**src/rtl/fsm_ring_sequencer.sv**
```systemverilog
// Parametrised ring sequencer: up/down/ping-pong/hold with per-state dwell.
// Tracks visited states, emits a wrap pulse and a sticky illegal-state flag.
module fsm_ring_sequencer #(
    parameter int NUM_STATES = 4,
    parameter int STATE_W    = 2,
    parameter int DWELL_W    = 4
) (
    input  logic                  clk,
    input  logic                  rst,
    input  logic                  en,
    input  logic [1:0]            mode,
    input  logic [DWELL_W-1:0]    dwell,
    input  logic                  load,
    input  logic [STATE_W-1:0]    load_state,
    output logic [STATE_W-1:0]    state,
    output logic                  out,
    output logic                  dir,
    output logic                  wrap,
    output logic [NUM_STATES-1:0] visited,
    output logic                  all_visited,
    output logic                  illegal
);

    typedef enum logic [1:0] {
        MODE_UP   = 2'b00,
        MODE_DOWN = 2'b01,
        MODE_PING = 2'b10,
        MODE_HOLD = 2'b11
    } mode_e;

    localparam logic [STATE_W:0]   N_EXT  = (STATE_W+1)'(NUM_STATES);
    localparam logic [STATE_W-1:0] LAST   = STATE_W'(NUM_STATES - 1);
    localparam logic [STATE_W-1:0] PENULT = STATE_W'(NUM_STATES - 2);
    localparam logic [STATE_W-1:0] ZERO   = '0;
    localparam logic [STATE_W-1:0] ONE    = STATE_W'(1);

    mode_e                  mode_q;
    logic [DWELL_W-1:0]     dwell_cnt;
    logic [DWELL_W-1:0]     cnt_d;
    logic [STATE_W-1:0]     state_d;
    logic                   dir_d;
    logic                   wrap_d;
    logic [NUM_STATES-1:0]  vis_d;
    logic                   ill_d;
    logic                   upd;
    logic                   state_ok;
    logic                   load_ok;

    assign mode_q      = mode_e'(mode);
    assign state_ok    = {1'b0, state} < N_EXT;
    assign load_ok     = {1'b0, load_state} < N_EXT;
    assign out         = (state == LAST);
    assign all_visited = &visited;

    // Register all sequencer state; reset returns to state 0 with bit0 visited.
    always_ff @(posedge clk or posedge rst) begin
        if (rst) begin
            state     <= '0;
            dwell_cnt <= '0;
            dir       <= 1'b0;
            wrap      <= 1'b0;
            visited   <= NUM_STATES'(1);
            illegal   <= 1'b0;
        end else begin
            state     <= state_d;
            dwell_cnt <= cnt_d;
            dir       <= dir_d;
            wrap      <= wrap_d;
            visited   <= vis_d;
            illegal   <= ill_d;
        end
    end

    // Next-state: load beats enable; dwell gates each advance.
    always_comb begin
        state_d = state;
        cnt_d   = dwell_cnt;
        dir_d   = dir;
        wrap_d  = 1'b0;
        vis_d   = visited;
        ill_d   = illegal | ~state_ok;
        upd     = 1'b0;
        if (load) begin
            if (load_ok) begin
                state_d = load_state;
                cnt_d   = '0;
                upd     = 1'b1;
            end else begin
                ill_d = 1'b1;
            end
        end else if (en && mode_q != MODE_HOLD) begin
            if (dwell_cnt < dwell) begin
                cnt_d = dwell_cnt + 1'b1;
            end else begin
                cnt_d = '0;
                upd   = 1'b1;
                unique case (mode_q)
                    MODE_UP: begin
                        if (state == LAST) begin
                            state_d = ZERO;
                            wrap_d  = 1'b1;
                        end else begin
                            state_d = state + ONE;
                        end
                    end
                    MODE_DOWN: begin
                        if (state == ZERO) begin
                            state_d = LAST;
                            wrap_d  = 1'b1;
                        end else begin
                            state_d = state - ONE;
                        end
                    end
                    MODE_PING: begin
                        if (!dir) begin
                            if (state == LAST) begin
                                state_d = PENULT;
                                dir_d   = 1'b1;
                            end else begin
                                state_d = state + ONE;
                            end
                        end else begin
                            if (state == ZERO) begin
                                state_d = ONE;
                                dir_d   = 1'b0;
                                wrap_d  = 1'b1;
                            end else begin
                                state_d = state - ONE;
                            end
                        end
                    end
                    default: begin
                        state_d = state;
                    end
                endcase
            end
        end
        for (int i = 0; i < NUM_STATES; i++) begin
            if (upd && state_d == STATE_W'(i)) begin
                vis_d[i] = 1'b1;
            end
        end
    end

endmodule

```
**config.mk**
```make
export PLATFORM = sky130hd
export DESIGN_NAME = fsm_ring_sequencer
export DESIGN_NICKNAME = d
export VERILOG_FILES = /design/src/rtl/fsm_ring_sequencer.sv
export SDC_FILE = /design/constraint.sdc
export NUM_CORES = 1
export LEC_CHECK = 0
export CAP_MARGIN = 25
export CORE_MARGIN = 10
export CORE_UTILIZATION = 41
export CTS_CLUSTER_DIAMETER = 100
export DETAILED_ROUTE_END_ITERATION = 12
export PLACE_DENSITY_LB_ADDON = 0.1
export SETUP_SLACK_MARGIN = 0.05
export SLEW_MARGIN = 20
export SYNTH_ARGS = -nofsm -noshare
export SYNTH_HDL_FRONTEND = slang
export SYNTH_SLANG_ARGS = --single-unit
```
**constraint.sdc**
```tcl
create_clock -name clk -period 1.65 [get_ports clk]
set_clock_uncertainty 0.05 [all_clocks]
set_input_delay 0.495 -clock clk [delete_from_list [all_inputs] [get_ports clk]]
set_output_delay 0.495 -clock clk [all_outputs]
set_load 0.005 [all_outputs]
```
# After elaboration in Yosys (flattened, before gate mapping)
# Cells that the tools add are included.
op_classes:
  add_sub_neg: 3
  magnitude_cmp: 1
  eq_ne: 7
  muxes: 24
  n_bitwise: 2
  n_reduce_logical: 9
op_table:
  columns: ["cell", "n"]
  rows:
  - ["2-bit 2-to-1 mux", 8]
  - ["4-bit 2-to-1 mux", 3]
  - ["1-bit 2-to-1 mux", 11]
  - ["2-bit equality test (second input constant)", 4]
  - ["2-bit case mux with 3 select lines", 1]
  - ["4-bit by 1-bit adder with 4-bit output (second input constant)", 1]
  - ["2-bit by 1-bit equality test with 1-bit output (second input constant)", 2]
  - ["1-bit logical AND", 4]
  - ["2-bit logical NOT", 2]
  - ["4-bit < comparator", 1]
  - ["4-bit AND reduction", 1]
  - ["1-bit case mux with 3 select lines", 1]
  - ["3-bit AND reduction", 1]
  - ["2-bit by 1-bit adder with 2-bit output (second input constant)", 1]
  - ["2-bit inequality test (second input constant)", 1]
  - ["1-bit NOT", 2]
  - ["2-bit nonzero test", 1]
  - ["2-bit by 1-bit subtractor with 2-bit output (second input constant)", 1]
totals:
  reg_bits: 11
  in_bits: 12
  output_inout_bits: 11

# Logic depth before layout (Yosys ltp)
depth:
  depth_word: 9
  mapped_depth: 7
  ltp_nobuf: 7

# Worst setup path after synthesis
# No wires, ideal clock.
synth_timing:
  path_kind: "input-to-reg"
  from: "in dwell[2]"
  to: "reg dwell_cnt[3]"
  arrival_time_ns: 1.818
  required_ns: 1.522
  slack_ns: -0.296
  cell_stages: 7
  path_buffers: 0
  cell_sequence: "inv_1 ha_1 a21o_1 a21oi_2 nand2_2 or4_1 a21oi_1"
synth_between:
  elab_chain_len: 4
synth_lines:
  columns: ["element", "line_no", "text"]
  rows:
  - ["start: declaration", "12", "input logic [DWELL_W-1:0] dwell,"]
  - ["4-bit < comparator", "92", "if (dwell_cnt < dwell) begin"]
  - ["4-bit 2-to-1 mux", "92", null]
  - ["4-bit 2-to-1 mux", "91", "end else if (en && mode_q != MODE_HOLD) begin"]
  - ["4-bit 2-to-1 mux", "83", "if (load) begin"]
  - ["end signal: assignment", "66", "dwell_cnt <= cnt_d;"]
  - ["end: declaration", "38", "logic [DWELL_W-1:0] dwell_cnt;"]
# No other way between the ends. The select of a mux whose other input is x is not followed.
# A chain may end at the register's enable or synchronous reset.

# Worst setup path after layout
layout_timing:
  from: "in dwell[0]"
  to: "reg visited[3]"
layout_between:
  elab_chain_len: 6
  word_cells_on_any_way: 9
  cone_classes: "order compare (1); eq/ne (1); mux (6); reduce/logical (1)"
layout_lines:
  columns: ["element", "line_no", "text"]
  rows:
  - ["4-bit < comparator *", "92", null]
  - ["2-bit 2-to-1 mux", "92", null]
  - ["2-bit 2-to-1 mux", "91", null]
  - ["2-bit 2-to-1 mux", "83", null]
  - ["2-bit equality test", "139", "if (upd && state_d == STATE_W'(i)) begin"]
  - ["1-bit logical AND *", "139", null]
  - ["end signal: assignment", "69", "visited <= vis_d;"]
  - ["end: declaration", "19", "output logic [NUM_STATES-1:0] visited,"]
# Mark *: on every way between the ends. The rest lies on a longest branch, timed or not.

==> summary.md <==
| Metric | Value |
|---|---|
| Most used flip-flop cell after synthesis | `dfrtp_1` |
| I/O Pins | `23` |
| Final-report setup violation count | `9` |
| CTS tree | `done` |
| P_leak | `0.6102 nW` |
| Max-slew violation count | `0` |
| Worst-path maximum fanout | `4` |
| Final Non-Filler Cells | `154` |
| Worst Hold Class | `flop to flop` |
| First-pass GRT wire length | `3815 um` |
| Met3 WL | `123 um` |
| Largest net degree at the start of global routing | `12` |
| Period utilization | `108.5%` |
| Clock buffer depth | `2` |
| Starting DRC count in detailed routing | `13` |
| CTS Buf Count | `3` |
| Critical path class | `input port to flop` |
| Placed insts | `140` |
| Root buffer cell | `clkbuf_4` |
| Final nets | `150` |
| Top sig layer | `met4` |
| Routed Antenna Nets | `0` |
| RSZ-0062 raised after global routing | `yes` |
| Max stage delay on crit path | `450 ps` |
| Metal2 WL | `1080 um` |
| Via density | `4.961` |
| Fin. Hold Viols | `0` |
| Cells after synthesis | `84` |
| Critical Path Slowest Stage Cell | `clkdlybuf4s50_1` |
| Drt drc | `0` |
| Final WS setup | `-140.0 ps` |
| Final min period | `1790 ps` |
| CTS Sinks | `11` |
| Die H | `63.08 um` |
| Sequential share of the synthesized area | `36.18%` |
| Cell Area, Synth | `760.7 sq um` |
| CP endpoint kind | `flop` |
| Post-synth EDFFs | `0` |
| All-layer global routing usage | `11.50%` |
| Async set-reset flop share out of synthesis | `100.0%` |
| Total grt overflow | `0` |
| NetSw | `0.0002138 W` |
| Routability cong. | `0.7611` |
| Net count of the mapped netlist | `104` |
| Vias in the first global route | `824` |
| Post-synth top area share | `36.18%` |
| Initial antenna violation count | `0` |
| Status | `finished, violations left` |
| Distinct cells, synth | `34` |
| Fillers | `122` |
| Power Density | `561.2 nW/um^2` |
| Vias | `764` |
| Worst path cell trace | `clkdlybuf4s50_1, inv_1, o2111ai_2, nand2_2, buf_6, a32oi_1, buf_4, o21bai_1` |
| Peak supply drop | `0.0004411 V` |
| # rows | `15` |
| Layout cells sized above 1 | `41.86%` |
| Worst reg2reg path startpoint | `dwell_cnt[2]` |
| Core area | `1745 sq um` |
| DRT met1 WL | `980 um` |
| Syn Area/Cell | `9.056 sq um` |
| Flop pwr share | `39.9%` |
| CTS HTree Levels | `1` |
| Synth Register Bits | `11` |
| Die Wd | `63.08 um` |
| Antenna diode count | `0` |
| Fmax achieved | `558.7 MHz` |
| Failing checks | `negative setup slack` |
| Die ar. | `3978 sq um` |
| Final core occ | `74.77%` |
| Critical path data required time | `1750 ps` |
| Yosys warns | `0` |
| Post-Place Worst Slack | `-785.6 ps` |
| Clock Power Share | `25.3%` |
| Drt pass-1 iters | `6` |
| Synth-to-layout area growth | `71.55%` |
| Initial Util | `43.58%` |
| Post-DP HPWL | `1504 um` |
| CP Launch Type | `input port` |
| Internal Power | `0.0005185 W` |
| Part of the power in combinational logic | `34.9%` |
| Worst Setup EP | `visited[3]` |
| PortBufs | `20` |
| WL final | `2193 um` |
| R2r setup slk | `-130 ps` |
| CP arrival | `1890 ps` |
| Clock transition at the registers of the reported paths | `70 ps` |
| Skew-Pair Late Insertion Delay | `260 ps` |
| Critical Path Source | `dwell[0]` |
| Synth area leaders | `dfrtp_1 36%, ha_1 13%, a21oi_1 5.3%, inv_1 4.4%, o21bai_1 3.0%` |
| R2R cell count | `8` |
| Switch share | `29.20%` |
| Yosys top cell by area | `dfrtp_1` |
| # Max-Cap Violations | `0` |
| Worst R2R End | `visited[3]` |
| DR WL/cell | `14.24 um` |
sequential cells by signal, indices dropped and copies added, names as in the netlist:
signal,cells
dwell_cnt,4
dir,1
state,2
wrap,1
visited,3
per-layer routing:
| metal | track usage (%) | up-vias |
|---|---|---|
| li1 | - | 383 |
| met4 | 3.073 | 0 |
| met3 | 3.710 | 2 |
| met5 | 0 | - |
| met1 | 13.32 | 356 |
| met2 | 19.67 | 23 |
layout by cell type (no fill, tap or decap), types with 3 or more instances in the layout:
master	n
inv_1	6
ha_1	4
nand2_1	4
a21oi_2	3
a21oi_1	5
dfrtp_1	11
clkdlybuf4s50_1	7
o21bai_1	3
buf_4	19
clkdlybuf4s15_1	4
nor2_1	3
dlygate4sd2_1	6
ha_4	3
buf_6	8
clkbuf_4	3
power by group through the flow:
| stage | Combinational (W) | Sequential, W | Clock [W] |
|---|---|---|---|
| 6_report | 0.000255 | 0.000292 | 0.000185 |
| 5_1_grt | 0.000281 | 0.000294 | 0.000207 |
| 4_1_cts | 0.000239 | 0.000290 | 0.000189 |
| 3_5_place_dp | 0.000190 | 0.000299 | 0 |
| 3_3_place_gp | 0.000187 | 0.000298 | 0 |
| 2_1_floorplan | 0.0000916 | 0.000298 | 0 |
stage by stage:
step	total power (W)	setup TNS (ps)	instance area (sq um)	hold slack, ps
3_3_place_gp	0.0004854	-7586	1101	422.7
6_report	0.0007323	-936.9	1305	449.3
4_1_cts	0.0007192	-856.8	1270	444.2
3_5_place_dp	0.0004896	-7818	1101	417.4
5_1_grt	0.0007812	-1910	1305	490.1
2_1_floorplan	0.0003897	-594.5	780.7	297.4
what timing repair did:
action / 4_1_cts / 5_1_grt
hold buffers: 0 / 0
pin swaps: 6 / 8
endpoints found under the hold margin: 0 / 0
gates resized for setup: 48 / 8
buffers inserted: 9 / 2
setup endpoints to repair: 20 / 15
worst min-delay path by stage:
stage	from	to	slack, ps	cells past startpoint
after detailed placement	visited[1]	visited[1]	420	1
after floorplan	rst	dir	300	1
final	visited[1]	visited[1]	450	1
after global routing	visited[1]	visited[1]	490	1
after global placement	visited[1]	visited[1]	420	1
after CTS	visited[1]	visited[1]	440	1
Yosys cell counts, types with 3 or more instances:
| cell | count |
|---|---|
| o21bai_1 | 3 |
| nand2_1 | 5 |
| o21ai_0 | 3 |
| inv_1 | 9 |
| nor2_1 | 3 |
| dfrtp_1 | 11 |
| a21oi_1 | 8 |
| ha_1 | 8 |
area by class of cell:
cell class | count | area [sq um] | share of cell area (%)
Inverter | 9 | 41.29 | 3.164
Timing Repair Buffer | 45 | 400.4 | 30.68
Sequential cell | 11 | 275.3 | 21.09
Clock buffer | 4 | 26.28 | 2.013
Tap cell | 25 | 31.28 | 2.397
Multi-Input combinational cell | 60 | 530.5 | 40.65
worst max-delay path, delay by kind of cell:
family	cells	cell delay [ps]
buffers and inverters	4	790
and+or+nand+nor	1	110
AOI/OAI and AO/OA	3	490
logic make-up (layout without fill, tap and decap cells):
family	after synthesis	after routing	share of synthesized area, %
AO/OA/AOI/OAI	26	26	22.70
XOR/XNOR	1	1	1.152
adder cells (fa/ha/maj)	8	8	13.16
buffers and inverters	13	58	7.564
flip-flops	11	11	36.18
multiplexers	1	1	1.316
other	2	2	0.9872
AND/OR/NAND/NOR	22	22	16.94
Power figures use the tool's default switching activity.
